<file path="config.mk">
export PLATFORM = sky130hd
export DESIGN_NAME = packed_lane_loader
export DESIGN_NICKNAME = d
export VERILOG_FILES = /design/src/rtl/packed_lane_loader.sv
export SDC_FILE = /design/constraint.sdc
export NUM_CORES = 2
export LEC_CHECK = 0
export CAP_MARGIN = 0
export CORE_MARGIN = 2
export CORE_UTILIZATION = 58
export DETAILED_ROUTE_END_ITERATION = 12
export GPL_TIMING_DRIVEN = 0
export PLACE_DENSITY = 0.95
export SLEW_MARGIN = 25
export SYNTH_ARGS = -nofsm -noshare
export SYNTH_HDL_FRONTEND = slang
export SYNTH_SLANG_ARGS = --single-unit
export TNS_END_PERCENT = 5
</file>
<file path="constraint.sdc">
create_clock -name clk -period 5.55 [get_ports clk]
set_input_delay 1.11 -clock clk [delete_from_list [all_inputs] [get_ports clk]]
set_output_delay 1.11 -clock clk [all_outputs]
set_load 0.005 [all_outputs]
</file>
<file path="src/rtl/packed_lane_loader.sv">
// Streams bytes from four round-robin-arbitrated requesters into per-bank shadow
// registers and publishes each completed bank atomically to its packed output.
module packed_lane_loader #(
    parameter int W = 8,
    parameter int K = 4
) (
    input  logic                clk,
    input  logic                reset_l,
    input  logic [3:0]          req_valid,
    input  logic [3:0][7:0]     req_data,
    output logic [3:0]          req_ready,
    output logic [1:0]          grant,
    output logic                busy,
    output logic [3:0]          bank_done,
    output logic [W+K-1:0][7:0] add_left,
    output logic [W-K-1:0][7:0] substract_left,
    output logic [W*K-1:0][7:0] multiply_left,
    output logic [W/K-1:0][7:0] divide_left
);
    localparam int D0 = W + K;
    localparam int D1 = W - K;
    localparam int D2 = W * K;
    localparam int D3 = W / K;
    localparam int CW = $clog2(W * K);

    typedef enum logic [1:0] {IDLE, ARB, LOAD, DONE} state_t;

    state_t          state;
    state_t          state_nxt;
    logic [1:0]      last_grant;
    logic [1:0]      arb_pick;
    logic [1:0]      arb_idx;
    logic            arb_found;
    logic [CW-1:0]   lane_cnt;
    logic [CW-1:0]   last_lane;
    logic            hs;
    logic            last_hs;

    logic [D0-1:0][7:0] shadow_add;
    logic [D1-1:0][7:0] shadow_sub;
    logic [D2-1:0][7:0] shadow_mul;
    logic [D3-1:0][7:0] shadow_div;

    // Round-robin search starting just after the previous owner.
    always_comb begin
        arb_pick  = 2'd0;
        arb_found = 1'b0;
        arb_idx   = 2'd0;
        for (int i = 1; i <= 4; i++) begin
            arb_idx = last_grant + 2'(i);
            if (!arb_found && req_valid[arb_idx]) begin
                arb_pick  = arb_idx;
                arb_found = 1'b1;
            end
        end
    end

    always_comb begin
        case (grant)
            2'd0:    last_lane = CW'(D0 - 1);
            2'd1:    last_lane = CW'(D1 - 1);
            2'd2:    last_lane = CW'(D2 - 1);
            default: last_lane = CW'(D3 - 1);
        endcase
    end

    assign hs      = (state == LOAD) && req_valid[grant] && req_ready[grant];
    assign last_hs = hs && (lane_cnt == last_lane);

    always_comb begin
        state_nxt = state;
        busy      = (state != IDLE);
        case (state)
            IDLE:    if (|req_valid) state_nxt = ARB;
            ARB:     state_nxt = arb_found ? LOAD : IDLE;
            LOAD:    if (last_hs) state_nxt = DONE;
            DONE:    state_nxt = IDLE;
            default: state_nxt = IDLE;
        endcase
    end

    always_ff @(posedge clk) begin
        if (!reset_l) begin
            state          <= IDLE;
            grant          <= 2'd0;
            last_grant     <= 2'd3;
            lane_cnt       <= '0;
            req_ready      <= 4'b0000;
            bank_done      <= 4'b0000;
            shadow_add     <= '0;
            shadow_sub     <= '0;
            shadow_mul     <= '0;
            shadow_div     <= '0;
            add_left       <= '0;
            substract_left <= '0;
            multiply_left  <= '0;
            divide_left    <= '0;
        end else begin
            state     <= state_nxt;
            req_ready <= 4'b0000;
            bank_done <= 4'b0000;
            case (state)
                ARB: begin
                    if (arb_found) begin
                        grant     <= arb_pick;
                        lane_cnt  <= '0;
                        req_ready <= 4'b0001 << arb_pick;
                    end
                end
                LOAD: begin
                    if (!last_hs) req_ready <= 4'b0001 << grant;
                    if (hs) begin
                        case (grant)
                            2'd0: for (int i = 0; i < D0; i++)
                                if (lane_cnt == CW'(i)) shadow_add[i] <= req_data[0];
                            2'd1: for (int i = 0; i < D1; i++)
                                if (lane_cnt == CW'(i)) shadow_sub[i] <= req_data[1];
                            2'd2: for (int i = 0; i < D2; i++)
                                if (lane_cnt == CW'(i)) shadow_mul[i] <= req_data[2];
                            default: for (int i = 0; i < D3; i++)
                                if (lane_cnt == CW'(i)) shadow_div[i] <= req_data[3];
                        endcase
                        if (last_hs) begin
                            // Publish on the final handshake so the new bank is visible in DONE;
                            // the last lane comes straight from the bus.
                            bank_done <= 4'b0001 << grant;
                            case (grant)
                                2'd0: begin
                                    add_left         <= shadow_add;
                                    add_left[D0-1]   <= req_data[0];
                                end
                                2'd1: begin
                                    substract_left       <= shadow_sub;
                                    substract_left[D1-1] <= req_data[1];
                                end
                                2'd2: begin
                                    multiply_left       <= shadow_mul;
                                    multiply_left[D2-1] <= req_data[2];
                                end
                                default: begin
                                    divide_left       <= shadow_div;
                                    divide_left[D3-1] <= req_data[3];
                                end
                            endcase
                        end else begin
                            lane_cnt <= lane_cnt + CW'(1);
                        end
                    end
                end
                DONE: last_grant <= grant;
                default: ;
            endcase
        end
    end
endmodule

</file>
* After elaboration in Yosys (flattened, before gate mapping) *
Cells that the tools add are included.

cells by class
  bitwise operators = 1
  eq/ne operators = 41
  shift operators = 2
  $lt $le $gt $ge = 5
  div/mod/pow operators = 0
  $mul = 0
  reduce and logical (&&, ||, !) cells = 70
  mux-type cells = 32
  add/sub/neg operators = 4

operator list
  operator             number
  $reduce_and 4->1     52
  $eq 5x5->1 const B   15
  $eq 5x4->1 const B   8
  $eq 5x3->1 const B   4
  $lt 2x3->1 const B   5
  $mux 5               3
  $pmux 5 s3           1
  $mux 2               7
  $bmux 1 s2           6
  $eq 5x2->1 const B   2
  $mux 1               10
  $ne 2x2->1 const B   5
  $pmux 5 s2           1
  $mux 4               2
  $pmux 2 s4           1
  $pmux 4 s2           1
  $shl 1x2->4 const A  2
  $eq 2x2->1 const B   3
  $logic_and 1x1->1    6
  $add 5x1->5 const B  1
  $eq 5x1->1 const B   1
  $eq 5x5->1           1
  $logic_not 5->1      1
  $add 2x2->2 const B  2
  other kinds (9)      15

storage, ports and cells
  word-level logic and storage cells = 257
  register bits after elaboration = 787
  memory bits (writable) = 0
  output and inout port bits = 411
  bits of input ports = 38
  ROM bits = 0
  memories = 0
  latch bits = 0

* Logic depth before layout (Yosys ltp) *
  depth after elaboration = 16
  depth in mapped cells = 11
  depth with buffers taken out = 7

* Worst setup path after synthesis *
OpenSTA, ideal clock, no wires.

  kind = input-to-reg
  start = input port req_valid[2]
  end = register bank_done[2]
  path slack = 2.784 ns
  setup time = 0.115 ns
  cell stages on the path = 9
  arrival = 2.651 ns
  required time = 5.435 ns
  path buffers = 4
  cells stage by stage = and2_1 mux4_2 buf_2 o2111ai_2 nor3b_2 buf_4 buf_6 buf_6 and2_1

between the ends
  word-level cells in the longest chain between the ends = 6

RTL lines
  item                               line  text
  from (decl)                        9     input logic [3:0] req_valid,
  $bmux 1 s2 *                       67    assign hs = (state == LOAD) && req_valid[grant] && req_ready[grant];
  $mux 1 (implied by the code) *     67
  $logic_and 1x1->1 * (2 in series)  67
  $logic_and 1x1->1                  68    assign last_hs = hs && (lane_cnt == last_lane);
  $reduce_and 4->1 (no line) *       --
  to (signal assigned)               126   bank_done <= 4'b0001 << grant;
  to (decl)                          14    output logic [3:0] bank_done,

Mark *: on every way between the ends. The rest lies on a longest branch, timed or not. The select of a mux whose other input is x is not followed.
A chain may end at the register's enable or synchronous reset.

* Final worst setup path *
  start = input port req_valid[2]
  end = register add_left[10] (netlist name)

between the ends
  word-level cells in the longest chain between the ends = 6

RTL lines
  item                               line  text
  $bmux 1 s2 *                       67
  $mux 1 (implied by the code) *     67
  $logic_and 1x1->1 * (2 in series)  67
  $logic_and 1x1->1                  68
  $reduce_and 4->1 (no line) *       --
  to (signal assigned)               129   add_left <= shadow_add;
  to (signal, indexed assignment)    130   add_left[D0-1] <= req_data[0];
  to (decl)                          15    output logic [W+K-1:0][7:0] add_left,

Marked as above.

==> metrics <==
Req. time, crit path=~6 ns; FF-to-FF setup slack=2.55 ns; clock insertion delay at the later pin of the skew report=0.62 ns; final critical-path required period=3.353 ns; mapped cell area=30240 sq um; critical path data arrival time=3.89 ns; final-report hold violation count=0; crit share post-route=60.41%; average wire length per cell after detail routing=21.31 microns; grt total ovfl=0; total die area=53980 sq um; number of violations reported at the end of detailed-routing iteration 0=2345; post-route antenna net violation count=0; synth unique cells=51; worst hold slack=between 0.4 and 0.5 ns; post-CTS setup buffer count=0; number of standard-cell rows in the floorplan=a little over 80; detailed-route DRC error count=0; prevailing post-synth register cell=dfxtp_1; post-synthesis average cell area=9.643 sq um; number of sinks handled by clock tree synthesis=787; fraction of layout cells with a size suffix above 1=5.720%; area taken by multi-input logic gates=13200 sq um; CTS Root Buffer Type=clkbuf_16; Net Count, Synth=3184; Final Slew Violations=0; number of CTS-inserted buffers=78; maximum net fanout on the critical path=10; status=finished clean; Setup Skew=~0.017 ns; post-detailed-routing wire length=93900 microns; clock tree from TritonCTS=built; path category of the worst min-delay check=reg2reg; start-to-end type of the worst setup path=in2reg; pin slew with the least headroom to its limit=0.8490 ns; post-layout total power=11650 uW; net total in the final layout=around 3700; power per cell area=304.1 nW/um^2; detailed-routing iteration count for the pre-antenna-repair pass=5; wire length of the first global-routing pass=~140000 microns; CTS H-tree lvls=3; critical path capture point type=flip-flop; sequential cell area=roughly 16000 sq um; Die X-Extent=232.3 microns; proportion of synthesized chip area in sequential cells=52.10%; vertical die dimension=232.3 microns; Total Routing Usage GR=33.72%; number of antenna violations at the first check in global routing=1; RSZ-0062 raised after global routing=false; maximum achievable frequency=298.3 MHz; maximum number of pins on one net before global-route repair=16; post-synthesis instance total=~3100; clock-pin slew reported for the worst setup and hold paths after clock tree synthesis=around 0.060 ns; total number of vias=25140; per-cell via count in the routed design=between 5 and 6; flip-flop and latch count after synthesis=787; number of hold-repair buffers added at the cts stage=0; HPWL after DPL=63310 microns; asr flop ratio synth=0%; number of filler instances in the final layout=3175; number of buffers between clock root and the deepest sink=3; final-report setup violation count=0; count of warnings emitted by yosys=0; maximum ir drop on the vdd rail=237.8 uV; max_cap viols=0; starting density of the core=58.83%; CTS-repair resized insts=0; number of top-level design ports=449; number of global-route vias before repair=roughly 25000; PortBufs=448; Total Negative Setup Slacks=0 ns; number of enable flip-flop cells after synthesis=0; layout-stage area growth over the synthesis result=26.65%; Critical Path Start Type=input pin; core region area=approximately 50000 sq um; P_leak=0.01419 uW; Slew HR=43.40%; RD Place Congestion=0.8775
worst max-delay path, cell delays in order:
cell and delay, ns:
clkdlybuf4s50_1 0.53, and2_1 0.23, mux4_2 0.26, buf_2 0.21, o2111ai_2 0.22, nor3_1 0.32, buf_2 0.29, buf_6 0.23
buf_6 0.21, mux2i_1 0.26
flip-flops by register name, summed over array words and instances, names as in the netlist, 5 cells and up, named ones only:
register and cells:
shadow_div 8, substract_left 32, shadow_add 88, multiply_left 256
shadow_mul 248, add_left 96, shadow_sub 24, lane_cnt 5
divide_left 16
through the flow:
stage          instances  setup slack [ns]  instance area (sq um)  util [%]
2_1_floorplan       3136             2.784                  30240         -
3_3_place_gp        4264             1.683                  35580     69.21
3_5_place_dp        4264             1.579                  35580     69.21
4_1_cts             4404             2.232                  38300     74.50
5_1_grt             4405             2.086                  38300     74.50
6_report            4406             2.197                  38300     74.51
cells in the final DEF (no fill, tap or decap), types with 8 or more instances in the layout:
cell	synthesis	routed
buf_4	12	12
nand2_1	819	819
clkbuf_16	0	82
clkbuf_1	178	188
clkinv_2	0	15
clkdlybuf4s50_1	0	448
nor2_1	374	374
dfxtp_1	787	787
inv_1	9	9
mux2i_1	773	773
bufinv_16	0	9
buf_8	20	20
nor2_2	15	15
buf_2	14	14
nand3_1	21	21
ha_1	10	10
buf_6	11	11
clkbuf_8	0	14
a21oi_1	8	8
and2_1	12	12
path summary, 6_finish.rpt:
| kind | from | to | depth (start not counted) |
|---|---|---|---|
| setup / recovery | req_valid[2] | add_left[10] | 10 |
| hold / removal | multiply_left[249] | multiply_left[249] | 2 |
| setup reg to reg | state[0] | shadow_mul[84] | 9 |
| hold reg to reg | multiply_left[249] | multiply_left[249] | 2 |
where the power goes:
part           internal (uW)  total [uW]  switching [uW]
clock network           3310        5610            2290
registers               5650        5660            5.84
logic                   87.6         386             298
total                   9050       11600            2590
per-layer routing:
metal,part of all wire (%),wire length [microns],vias up,track usage [%]
met1,39,36230,12210,40.14
li1,-,-,11340,-
met4,5.2,4924,0,18.55
met2,48,44740,1283,56.78
met3,8.5,7993,312,7.048
met5,0,0,-,0
kinds of logic after synthesis:
kind of cell	Yosys count	synth area share [%]
compound gates	27	0.6413
flops	787	52.10
simple gates	1293	16.92
mux	774	25.66
buf+inv	245	4.266
fa+ha+maj	10	0.4137
synthesized netlist by cell type (2+ instances only):
library cell / count / area [sq um]
a21oi_1: 8 / 40.04
and4_1: 4 / 35.03
nor3_1: 5 / 25.02
nor2_1: 374 / 1404
clkbuf_1: 178 / 668.1
nand4b_1: 2 / 17.52
and3_1: 6 / 37.54
nand3b_1: 2 / 15.01
nand2b_1: 7 / 43.79
a21boi_0: 2 / 15.01
nor4_1: 3 / 18.77
buf_4: 12 / 90.09
a31o_2: 3 / 26.28
dfxtp_1: 787 / 15760
nand4_1: 7 / 43.79
nand3_1: 21 / 105.1
and2_1: 12 / 75.07
buf_6: 11 / 123.9
o21ai_0: 2 / 10.01
buf_2: 14 / 70.07
inv_1: 9 / 33.78
nand2_1: 819 / 3074
ha_1: 10 / 125.1
nor4b_1: 2 / 17.52
buf_8: 20 / 300.3
nor2_2: 15 / 93.84
nor2b_1: 5 / 31.28
mux2i_1: 773 / 7737
area by class of cell:
cell class,count,area share [%]
clock inverters,34,1.140
multi-input cells,2104,34.45
well taps,680,2.221
inverters,10,0.09800
plain buffers,235,3.270
clock buffers,106,5.959
flip-flops and latches,787,41.14
diodes,2,0.01307
repair buffers,448,11.71
Power figures use the tool's default switching activity.
